$ cat src/rtl/mem_sweep_pkg.sv
// mem_sweep_pkg: shared mode encoding and controller state types for mem_sweep.
package mem_sweep_pkg;
    typedef enum logic [1:0] {
        MODE_FILL = 2'b00,
        MODE_COPY = 2'b01,
        MODE_CMP  = 2'b10,
        MODE_RSVD = 2'b11
    } mode_e;
    typedef enum logic [1:0] {
        S_IDLE,
        S_RUN,
        S_DRAIN,
        S_DONE
    } state_e;
endpackage

$ cat src/rtl/mem_sweep_if.sv
// mem_sweep_if: request/status and dual-port RAM bus of the sweep engine.
//   master: the engine (drives RAM enables/addresses/data and status)
//   slave : requester plus RAM (drives request fields and read data)
interface mem_sweep_if #(
    parameter int DW = 32,
    parameter int AW = 9
) ();
    import mem_sweep_pkg::*;
    logic            start;
    mode_e           mode;
    logic [AW-1:0]   base_src;
    logic [AW-1:0]   base_dst;
    logic [AW:0]     len;
    logic [DW-1:0]   fill;
    logic            en0;
    logic [AW-1:0]   a0;
    logic [DW-1:0]   do0;
    logic            en1;
    logic [AW-1:0]   a1;
    logic [DW/8-1:0] we1;
    logic [DW-1:0]   di1;
    logic [DW-1:0]   do1;
    logic            busy;
    logic            done;
    logic [AW:0]     mismatch_cnt;
    logic [AW-1:0]   first_mismatch;
    modport master (
        input  start, mode, base_src, base_dst, len, fill, do0, do1,
        output en0, a0, en1, a1, we1, di1, busy, done, mismatch_cnt, first_mismatch
    );
    modport slave (
        output start, mode, base_src, base_dst, len, fill, do0, do1,
        input  en0, a0, en1, a1, we1, di1, busy, done, mismatch_cnt, first_mismatch
    );
endinterface

$ cat src/rtl/mem_sweep_agen.sv
// mem_sweep_agen: per-port word address generator.
//   ld_i/base_i/len_i : load start address and word count
//   step_i            : advance to the next word (wraps modulo 2**AW)
//   addr_o            : registered current word address
//   last_o            : current address is the final word of the sweep
module mem_sweep_agen #(
    parameter int AW = 9
) (
    input  logic          clk,
    input  logic          rst,
    input  logic          ld_i,
    input  logic [AW-1:0] base_i,
    input  logic [AW:0]   len_i,
    input  logic          step_i,
    output logic [AW-1:0] addr_o,
    output logic          last_o
);
    logic [AW-1:0] addr_q;
    logic [AW:0]   rem_q;
    always_ff @(posedge clk) begin
        if (rst) begin
            addr_q <= '0;
            rem_q  <= '0;
        end else if (ld_i) begin
            addr_q <= base_i;
            rem_q  <= len_i - (AW+1)'(1);
        end else if (step_i) begin
            addr_q <= addr_q + AW'(1);
            rem_q  <= rem_q - (AW+1)'(1);
        end
    end
    assign addr_o = addr_q;
    assign last_o = rem_q == '0;
endmodule

$ cat src/rtl/mem_sweep.sv
// mem_sweep: FILL / COPY / COMPARE sweep engine over a dual-port RAM.
//   clk, rst : clock, synchronous active-high reset
//   bus      : request fields, port-0 read bus, port-1 read/write bus, status
module mem_sweep import mem_sweep_pkg::*; #(
    parameter int DW = 32,
    parameter int AW = 9
) (
    input logic        clk,
    input logic        rst,
    mem_sweep_if.master bus
);
    state_e          state_q, state_d;
    mode_e           mode_q, mode_d;
    logic [DW-1:0]   fill_q;
    logic            busy_q, busy_d, done_q, done_d;
    logic            en0_q, en0_d, en1_q, en1_d;
    logic [DW/8-1:0] we1_q, we1_d;
    logic            rd_v_q;
    logic [AW-1:0]   cmp_idx_q, first_q;
    logic [AW:0]     mm_cnt_q;
    logic            accept, last0, last1, last_sel;
    assign accept = bus.start && state_q == S_IDLE && bus.mode != MODE_RSVD;
    mem_sweep_agen #(.AW(AW)) u_ag0 (
        .clk(clk), .rst(rst), .ld_i(accept), .base_i(bus.base_src), .len_i(bus.len),
        .step_i(en0_q), .addr_o(bus.a0), .last_o(last0)
    );
    mem_sweep_agen #(.AW(AW)) u_ag1 (
        .clk(clk), .rst(rst), .ld_i(accept), .base_i(bus.base_dst), .len_i(bus.len),
        .step_i(en1_q), .addr_o(bus.a1), .last_o(last1)
    );
    always_comb begin
        mode_d   = accept ? bus.mode : mode_q;
        last_sel = mode_q == MODE_FILL ? last1 : last0;
        state_d  = state_q;
        case (state_q)
            S_IDLE:  state_d = accept ? (bus.len == '0 ? S_DONE : S_RUN) : S_IDLE;
            S_RUN:   state_d = last_sel ? (mode_q == MODE_FILL ? S_DONE : S_DRAIN) : S_RUN;
            S_DRAIN: state_d = S_DONE;
            default: state_d = S_IDLE;
        endcase
        busy_d = state_d != S_IDLE;
        done_d = state_d == S_DONE;
        en0_d  = state_d == S_RUN && mode_d != MODE_FILL;
        // COPY writes each word one cycle after it was read on port 0
        en1_d  = mode_d == MODE_COPY ? en0_q : state_d == S_RUN;
        we1_d  = (en1_d && mode_d != MODE_CMP) ? '1 : '0;
    end
    always_ff @(posedge clk) begin
        if (rst) begin
            state_q   <= S_IDLE;
            mode_q    <= MODE_FILL;
            fill_q    <= '0;
            busy_q    <= 1'b0;
            done_q    <= 1'b0;
            en0_q     <= 1'b0;
            en1_q     <= 1'b0;
            we1_q     <= '0;
            rd_v_q    <= 1'b0;
            cmp_idx_q <= '0;
            mm_cnt_q  <= '0;
            first_q   <= '0;
        end else begin
            state_q <= state_d;
            mode_q  <= mode_d;
            if (accept)
                fill_q <= bus.fill;
            busy_q <= busy_d;
            done_q <= done_d;
            en0_q  <= en0_d;
            en1_q  <= en1_d;
            we1_q  <= we1_d;
            // read data for a compare issued this cycle arrives next cycle
            rd_v_q <= en0_q && en1_q && mode_q == MODE_CMP;
            if (accept) begin
                cmp_idx_q <= '0;
                mm_cnt_q  <= '0;
                first_q   <= '1;
            end else if (rd_v_q) begin
                cmp_idx_q <= cmp_idx_q + AW'(1);
                if (bus.do0 != bus.do1) begin
                    mm_cnt_q <= mm_cnt_q + (AW+1)'(1);
                    if (mm_cnt_q == '0)
                        first_q <= cmp_idx_q;
                end
            end
        end
    end
    assign bus.en0            = en0_q;
    assign bus.en1            = en1_q;
    assign bus.we1            = we1_q;
    // COPY forwards the port-0 read word straight to port-1 in the write cycle
    assign bus.di1            = mode_q == MODE_FILL ? fill_q : bus.do0;
    assign bus.busy           = busy_q;
    assign bus.done           = done_q;
    assign bus.mismatch_cnt   = mm_cnt_q;
    assign bus.first_mismatch = first_q;
endmodule

$ cat src/flat_wrapper.sv
// flat-port wrapper written by rule: the top's interface ports become plain ports
module mem_sweep_flat import mem_sweep_pkg::*;
#(
    parameter int DW = 32,
    parameter int AW = 9
)
  (clk, rst, bus_start, bus_mode, bus_base_src, bus_base_dst, bus_len, bus_fill, bus_do0, bus_do1, bus_en0, bus_a0, bus_en1, bus_a1, bus_we1, bus_di1, bus_busy, bus_done, bus_mismatch_cnt, bus_first_mismatch);
  mem_sweep_if #(.DW(DW), .AW(AW)) bus_i ();
  input logic clk;
  input logic rst;
  input wire logic [$bits(bus_i.start)-1:0] bus_start;
  input wire logic [$bits(bus_i.mode)-1:0] bus_mode;
  input wire logic [$bits(bus_i.base_src)-1:0] bus_base_src;
  input wire logic [$bits(bus_i.base_dst)-1:0] bus_base_dst;
  input wire logic [$bits(bus_i.len)-1:0] bus_len;
  input wire logic [$bits(bus_i.fill)-1:0] bus_fill;
  input wire logic [$bits(bus_i.do0)-1:0] bus_do0;
  input wire logic [$bits(bus_i.do1)-1:0] bus_do1;
  output wire logic [$bits(bus_i.en0)-1:0] bus_en0;
  output wire logic [$bits(bus_i.a0)-1:0] bus_a0;
  output wire logic [$bits(bus_i.en1)-1:0] bus_en1;
  output wire logic [$bits(bus_i.a1)-1:0] bus_a1;
  output wire logic [$bits(bus_i.we1)-1:0] bus_we1;
  output wire logic [$bits(bus_i.di1)-1:0] bus_di1;
  output wire logic [$bits(bus_i.busy)-1:0] bus_busy;
  output wire logic [$bits(bus_i.done)-1:0] bus_done;
  output wire logic [$bits(bus_i.mismatch_cnt)-1:0] bus_mismatch_cnt;
  output wire logic [$bits(bus_i.first_mismatch)-1:0] bus_first_mismatch;
  assign bus_i.start = bus_start;
  assign bus_i.mode = bus_mode;
  assign bus_i.base_src = bus_base_src;
  assign bus_i.base_dst = bus_base_dst;
  assign bus_i.len = bus_len;
  assign bus_i.fill = bus_fill;
  assign bus_i.do0 = bus_do0;
  assign bus_i.do1 = bus_do1;
  assign bus_en0 = bus_i.en0;
  assign bus_a0 = bus_i.a0;
  assign bus_en1 = bus_i.en1;
  assign bus_a1 = bus_i.a1;
  assign bus_we1 = bus_i.we1;
  assign bus_di1 = bus_i.di1;
  assign bus_busy = bus_i.busy;
  assign bus_done = bus_i.done;
  assign bus_mismatch_cnt = bus_i.mismatch_cnt;
  assign bus_first_mismatch = bus_i.first_mismatch;
  mem_sweep #(.DW(DW), .AW(AW)) u_core (.clk(clk), .rst(rst), .bus(bus_i));
endmodule
$ cat config.mk
export PLATFORM = sky130hd
export DESIGN_NAME = mem_sweep_flat
export DESIGN_NICKNAME = d
export VERILOG_FILES = /design/src/rtl/mem_sweep_pkg.sv /design/src/rtl/mem_sweep_if.sv /design/src/rtl/mem_sweep_agen.sv /design/src/rtl/mem_sweep.sv /design/src/flat_wrapper.sv
export SDC_FILE = /design/constraint.sdc
export NUM_CORES = 1
export LEC_CHECK = 0
export CAP_MARGIN = 20
export CORE_MARGIN = 2
export CORE_UTILIZATION = 45
export DETAILED_ROUTE_END_ITERATION = 16
export PLACE_DENSITY = 0.83
export SETUP_SLACK_MARGIN = 0.05
export SLEW_MARGIN = 40
export SYNTH_ARGS = -nofsm -noshare
export SYNTH_HDL_FRONTEND = slang
export SYNTH_HIERARCHICAL = 1
export SYNTH_SLANG_ARGS = --single-unit
$ cat constraint.sdc
create_clock -name clk -period 4.9 [get_ports clk]
set_clock_uncertainty 0.2 [all_clocks]
set_input_delay 0.98 -clock clk [delete_from_list [all_inputs] [get_ports clk]]
set_output_delay 0.98 -clock clk [all_outputs]
set_load 0.05 [all_outputs]
======== After elaboration in Yosys (flattened, before gate mapping) ========
Index checks and enable logic that the tools add are counted.
cells by class
  equality and inequality tests ........... 9
  mux-type cells .......................... 22
  add/sub/neg operators ................... 7
  reductions and logical operators ........ 22
operators with widths
  kind                                                 count
  two-way mux 9 bit                                    8
  logical NOT 10 bit                                   4
  two-way mux 10 bit                                   4
  two-way mux 32 bit                                   1
  != test 32 bit                                       1
  subtractor 10 x 1 -> 10 bit, second input constant   3
  adder 9 x 1 -> 9 bit, second input constant          3
  nonzero test 2 bit                                   7
  adder 10 x 1 -> 10 bit, second input constant        1
  two-way mux 2 bit                                    4
  equality test 2 x 1 -> 1 bit, second input constant  3
  equality test 2 bit, second input constant           3
  logical AND 1 bit                                    6
  one-hot mux 2 bit (3 select lines)                   1
  logical NOT 2 bit                                    2
  two-way mux 4 bit                                    1
  != test 2 bit, second input constant                 2
  two-way mux 1 bit                                    3
  AND reduction 3 bit                                  1
  AND reduction 2 bit                                  1
  OR reduction 2 bit                                   1
word-level totals
  bits of input ports ..................... 129
  bits in registers ....................... 111
  output and inout port bits .............. 77
  word-level logic and storage cells ...... 76

======== Depth between registers and ports, before layout ========
  depth after elaboration ................. 9
  mapped depth ............................ 16
  mapped depth without buffers ............ 10

======== Cells and area by module ========
Netlist, hierarchy kept.
modules (own cells, without submodules)
  module                          sequential area each (um^2)  area an instance (um^2)  times used  cells each
  mem_sweep                       1401.3                       3502.1                   1           405
  mem_sweep_agen at u_core.u_ag0  380.4                        1196.1                   1           142
  mem_sweep_agen at u_core.u_ag1  380.4                        1192.4                   1           142

======== Least setup slack after synthesis ========
OpenSTA, ideal clock, no wires.
  path kind ............................... input to register
  from .................................... in bus_start
  to ...................................... reg u_core.u_ag1.rem_q[6]
  stages on the path ...................... 14
  slack ................................... 613 ps
  library setup time ...................... 122 ps
  buffers on the path ..................... 6
  data arrival time ....................... 3966 ps
  path through ............................ a21bo_1 -> or3_1 -> buf_6 -> clkinv_2 -> buf_6 -> buf_2 -> buf_4 -> clkbuf_1 -> buf_1 -> mux2i_1 -> ha_1 -> o211ai_1 -> o31a_1 -> o311a_1
on the way
  cells in the longest elaborated chain, start to end .. 3
  elaborated cells on any way between the ends .. 4
  those cells by class .................... mux: 1; reduce/logical: 3
RTL lines
  item                                                             RTL line              RTL
  start: declaration                                               flat_wrapper.sv:11    input wire logic [$bits(bus_i.start)-1:0] bus_start;
  logical AND 1 bit (*) (2 in series)                              mem_sweep.sv:22       assign accept = bus.start && state_q == S_IDLE && bus.mode != MODE_RSVD;
  via u_core.accept                                                mem_sweep.sv:21       logic accept, last0, last1, last_sel;
  two-way mux 10 bit / nonzero test 2 bit (equally long branches)  --
  end signal: assignment                                           mem_sweep_agen.sv:26  rem_q <= len_i - (AW+1)'(1);
  end signal: assignment                                           mem_sweep_agen.sv:29  rem_q <= rem_q - (AW+1)'(1);
  end: declaration                                                 mem_sweep_agen.sv:19  logic [AW:0] rem_q;
The timed path passes the listed nets; every way through them passes the cells marked *.
A chain may end at the register's enable or synchronous reset.

======== Worst setup path after layout ========
  from .................................... in bus_start
  to ...................................... reg u_core.u_ag1.rem_q[6]
on the way
  cells in the longest elaborated chain, start to end .. 3
  elaborated cells on any way between the ends .. 4
  those cells by class .................... mux: 1; reduce/logical: 3
RTL lines
  item                                                             RTL line
  logical AND 1 bit (*) (2 in series)                              mem_sweep.sv:22
  two-way mux 10 bit / nonzero test 2 bit (equally long branches)  --
Mark *: on every way between the ends. The rest lies on a longest branch, timed or not.

==> results.sh <==
export IMPL_clockBufferDepth=2
export IMPL_nFillCells=1060
export IMPL_rsz0062_at_grt="no"
export IMPL_start_kind="primary input"
export IMPL_place_hpwl_mm=12.7
export IMPL_fmax_mhz=268
export IMPL_power_density_nw_per_um2=336
export IMPL_clock_sinks=108
export IMPL_p_int_mw=1.84
export IMPL_via_per_inst=5.43
export IMPL_setup_viol=0
export IMPL_hold_depth=2
export IMPL_hold_buffers=0
export IMPL_timing_final_crit_share_pct=76.2
export IMPL_grt_pass1_wl_mm=26.5
export IMPL_cts_setup_buffers=0
export IMPL_areaGrowthSynthToFinish_pct=41.7
export IMPL_cts_made_buffers=9
export IMPL_p_sw_uw=969
export IMPL_grt_pass1_vias=5197
export IMPL_antenna_diode_count=0
export IMPL_crit_required_ns=4.94
export IMPL_hold_viol=0
export IMPL_hold_end="u_core/fill_q[23]"
export IMPL_pin_count=206
export IMPL_synth_edf_count=0
export IMPL_synth_top_cell_by_area="dfxtp_1"
export IMPL_antenna_found_initial=0
export IMPL_synth_most_common_cell="dfxtp_1"
export IMPL_rows=41
export IMPL_grt_max_degree=62
export IMPL_firstDrtPassIters=4
export IMPL_power_frac_comb_pct=34.5
export IMPL_syn_avg_cell_area_sq_um=8.55
export IMPL_worst_slew_pin_slew_ns=0.684
export IMPL_path_clk_slew_ns=0.07
export IMPL_drv_slew=0
export IMPL_layout_drive_gt1_share_pct=8.21
export IMPL_synth_top_cell_area_share_pct=36.7
export IMPL_gr_usage_met2_pct=40.3
export IMPL_sw_frac_of_total_pct=34.6
export IMPL_drt_wl_total_mm=17.0
export IMPL_status="completed"
export IMPL_drt_iter0_drc=380
export IMPL_worstHoldStart="u_core/fill_q[23]"
export IMPL_hold_class="reg -> reg"
export IMPL_maxSlewHeadroom_pct=54.4
export IMPL_wire_per_inst_microns=16.2
export IMPL_synthTopCellsByArea="dfxtp_1, xor2_1, mux2_2"
export IMPL_slowest_delay_ns=0.50
export IMPL_clkPwrFrac_pct=28.7
export IMPL_maxCapViolations=0
export IMPL_synth_cells=689
export IMPL_die_h_microns=118
export IMPL_ys_warn_count=6
export IMPL_cp_max_fo=28
export IMPL_die_w_microns=118
export IMPL_grt_total_usage_pct=23.6
export IMPL_grt_use_met3_pct=5.07
export IMPL_async_flop_share_pct=0
export IMPL_die_area_sq_um=14000
export IMPL_cts_htree_levels=3
export IMPL_grtUsageMet1_pct=30.4
export IMPL_seqPwrFrac_pct=36.8
export IMPL_ys_seq_area_share_pct=36.7
export IMPL_drc=0
export IMPL_cts_tree="built"
export IMPL_core_area_sq_um=12700
export IMPL_critPathKind="in -> reg"
export IMPL_reg2reg_depth=7
export IMPL_synth_seq_cells=108
export IMPL_reg2reg_from="u_core/state_q[0]"
export IMPL_crit_slowest_cell="clkdlybuf4s50_1"
export IMPL_grt_overflow=0
export IMPL_port_buffer_count=205
export IMPL_synth_flop_cell="dfxtp_1"
export IMPL_fin_util_pct=65.6
export IMPL_start_util_pct=46.3
export IMPL_reg2reg_to="u_core/u_ag1/rem_q[6]"
export IMPL_crit_start="bus_start"
export IMPL_synth_commonest_cells="dfxtp_1, nand2_1, a21oi_1, nor2_1, xor2_1"
export IMPL_clkLatencyLatePin_ns=0.35
export IMPL_vias=5699
export IMPL_fin_tns_setup_ns=0
export IMPL_ctsRootBufferMaster="clkbuf_16"
export IMPL_end_kind="flop"
export IMPL_syn_num_nets=825
export IMPL_gr_max_usage_layer="met2"
export IMPL_finish_net_count=1008
export IMPL_period_needed_ns=3.73
export IMPL_max_vdd_ir_drop_v=0.000197
export IMPL_cp_cell_sequence="clkdlybuf4s50_1 > a21bo_1 > or3_1 > clkinv_2 > mux2i_1 > ha_1 > o211ai_1 > o31a_1 > o311a_1"
export IMPL_gp_congestion=0.836
export IMPL_synth_distinct_cells=63
export IMPL_cts_repair_resized=0
export IMPL_cellLeakagePower_nw=3.13
export IMPL_crit_arrival_ns=3.78
export IMPL_drtAntennaViolNets=0
export IMPL_synth_area_sq_um=5890
export IMPL_ff2ff_setup_slack_ns=2.10
metrics by stage:
| step | setup WS, ns | hold slack (ns) | instance area, sq um | power [mW] | instances |
|---|---|---|---|---|---|
| floorplan | 0.613 | 0.233 | 5890 | 1.68 | 689 |
| global placement | 0.904 | 0.241 | 8010 | 2.00 | 1033 |
| detailed placement | 0.839 | 0.243 | 8010 | 2.01 | 1033 |
| CTS | 1.20 | 0.253 | 8350 | 2.82 | 1049 |
| global route | 1.00 | 0.272 | 8350 | 2.93 | 1049 |
| finish | 1.17 | 0.253 | 8350 | 2.80 | 1049 |
layout by cell type, fill, tap and decap left out, types with 3 or more instances in the layout:
master           netlist  final
clkdlybuf4s50_1        0    204
dfxtp_1              108    108
nand2_1               96     96
a21oi_1               63     63
nor2_1                57     56
xor2_1                49     49
mux2_2                33     33
mux2i_1               30     30
xnor2_1               23     23
nand4_1               21     21
nor4_1                19     19
o21ai_0               13     13
nor3_1                13     13
nand3_1               12     12
a211oi_1              12     12
or3_1                 10     10
clkbuf_16              0      9
inv_1                  8      8
buf_4                  7      7
ha_1                   7      7
o211ai_1               5      5
nand3b_1               5      5
and3_1                 4      4
or4_1                  4      4
nor3b_1                4      4
and2_1                 3      3
a21o_1                 3      3
o21a_1                 3      3
a211o_1                3      3
nor3b_2                3      3
routing by layer:
layer | routed length (microns) | vias to the layer above
met4 | 249 | 0
li1 | - | 2801
met1 | 7250 | 2693
met2 | 8440 | 187
met3 | 1060 | 18
met5 | 0 | -
power by group through the flow:
stage	Clock [mW]	Sequential, mW	Combinational, mW
5_1_grt	0.861	1.04	1.03
4_1_cts	0.828	1.03	0.966
3_5_place_dp	0	1.05	0.963
2_1_floorplan	0	1.13	0.551
3_3_place_gp	0	1.05	0.950
6_report	0.806	1.03	0.968
cells by family (layout without fill, tap and decap cells):
logic type / Yosys count / in the layout / synth area share [%]
AOI/OAI and AO/OA: 126 / 126 / 13.3
xor gates and xnor gates: 72 / 72 / 10.7
adders and majority gates: 7 / 7 / 1.49
buffers and inverters: 51 / 239 / 4.38
DFF: 108 / 108 / 36.7
muxes: 63 / 63 / 11.4
and+or+nand+nor: 262 / 262 / 22.1
final cells by class:
type	instances	area, sq um	area share, %
Clock inverter	5	83.8	1.00
Tap cell	172	215	2.58
Timing Repair Buffer	213	2120	25.4
Multi-Input combinational cell	530	3470	41.6
Clock buffer	11	253	3.03
Inverter	10	38.8	0.465
Sequential cell	108	2160	25.9
registers in the layout, indices dropped and copies added (netlist names), 2 cells and up:
signal,flops
u_core/bus.first_mismatch,9
u_core/bus.mismatch_cnt,10
u_core/cmp_idx_q,9
u_core/fill_q,32
u_core/mode_q,2
u_core/state_q,2
u_core/u_ag0/addr_o,9
u_core/u_ag0/rem_q,10
u_core/u_ag1/addr_o,9
u_core/u_ag1/rem_q,10
worst max-delay path by stage:
| stage | endpoint | cells after the start |
|---|---|---|
| floorplan | u_core/u_ag1/rem_q[6] | 14 |
| global placement | u_core/u_ag0/rem_q[2] | 11 |
| detailed placement | u_core/u_ag0/rem_q[2] | 11 |
| CTS | bus_di1[23] | 3 |
| global route | u_core/u_ag0/rem_q[2] | 11 |
| finish | u_core/u_ag1/rem_q[6] | 9 |
critical path, delay by kind of cell:
kind                       cells  cell delay [ns]
AOI/OAI and AO/OA              4             1.11
buffers and inverters          2             0.82
and+or+nand+nor                1             0.35
adders and majority gates      1             0.26
muxes                          1             0.25
(Power assumes the default switching activity.)
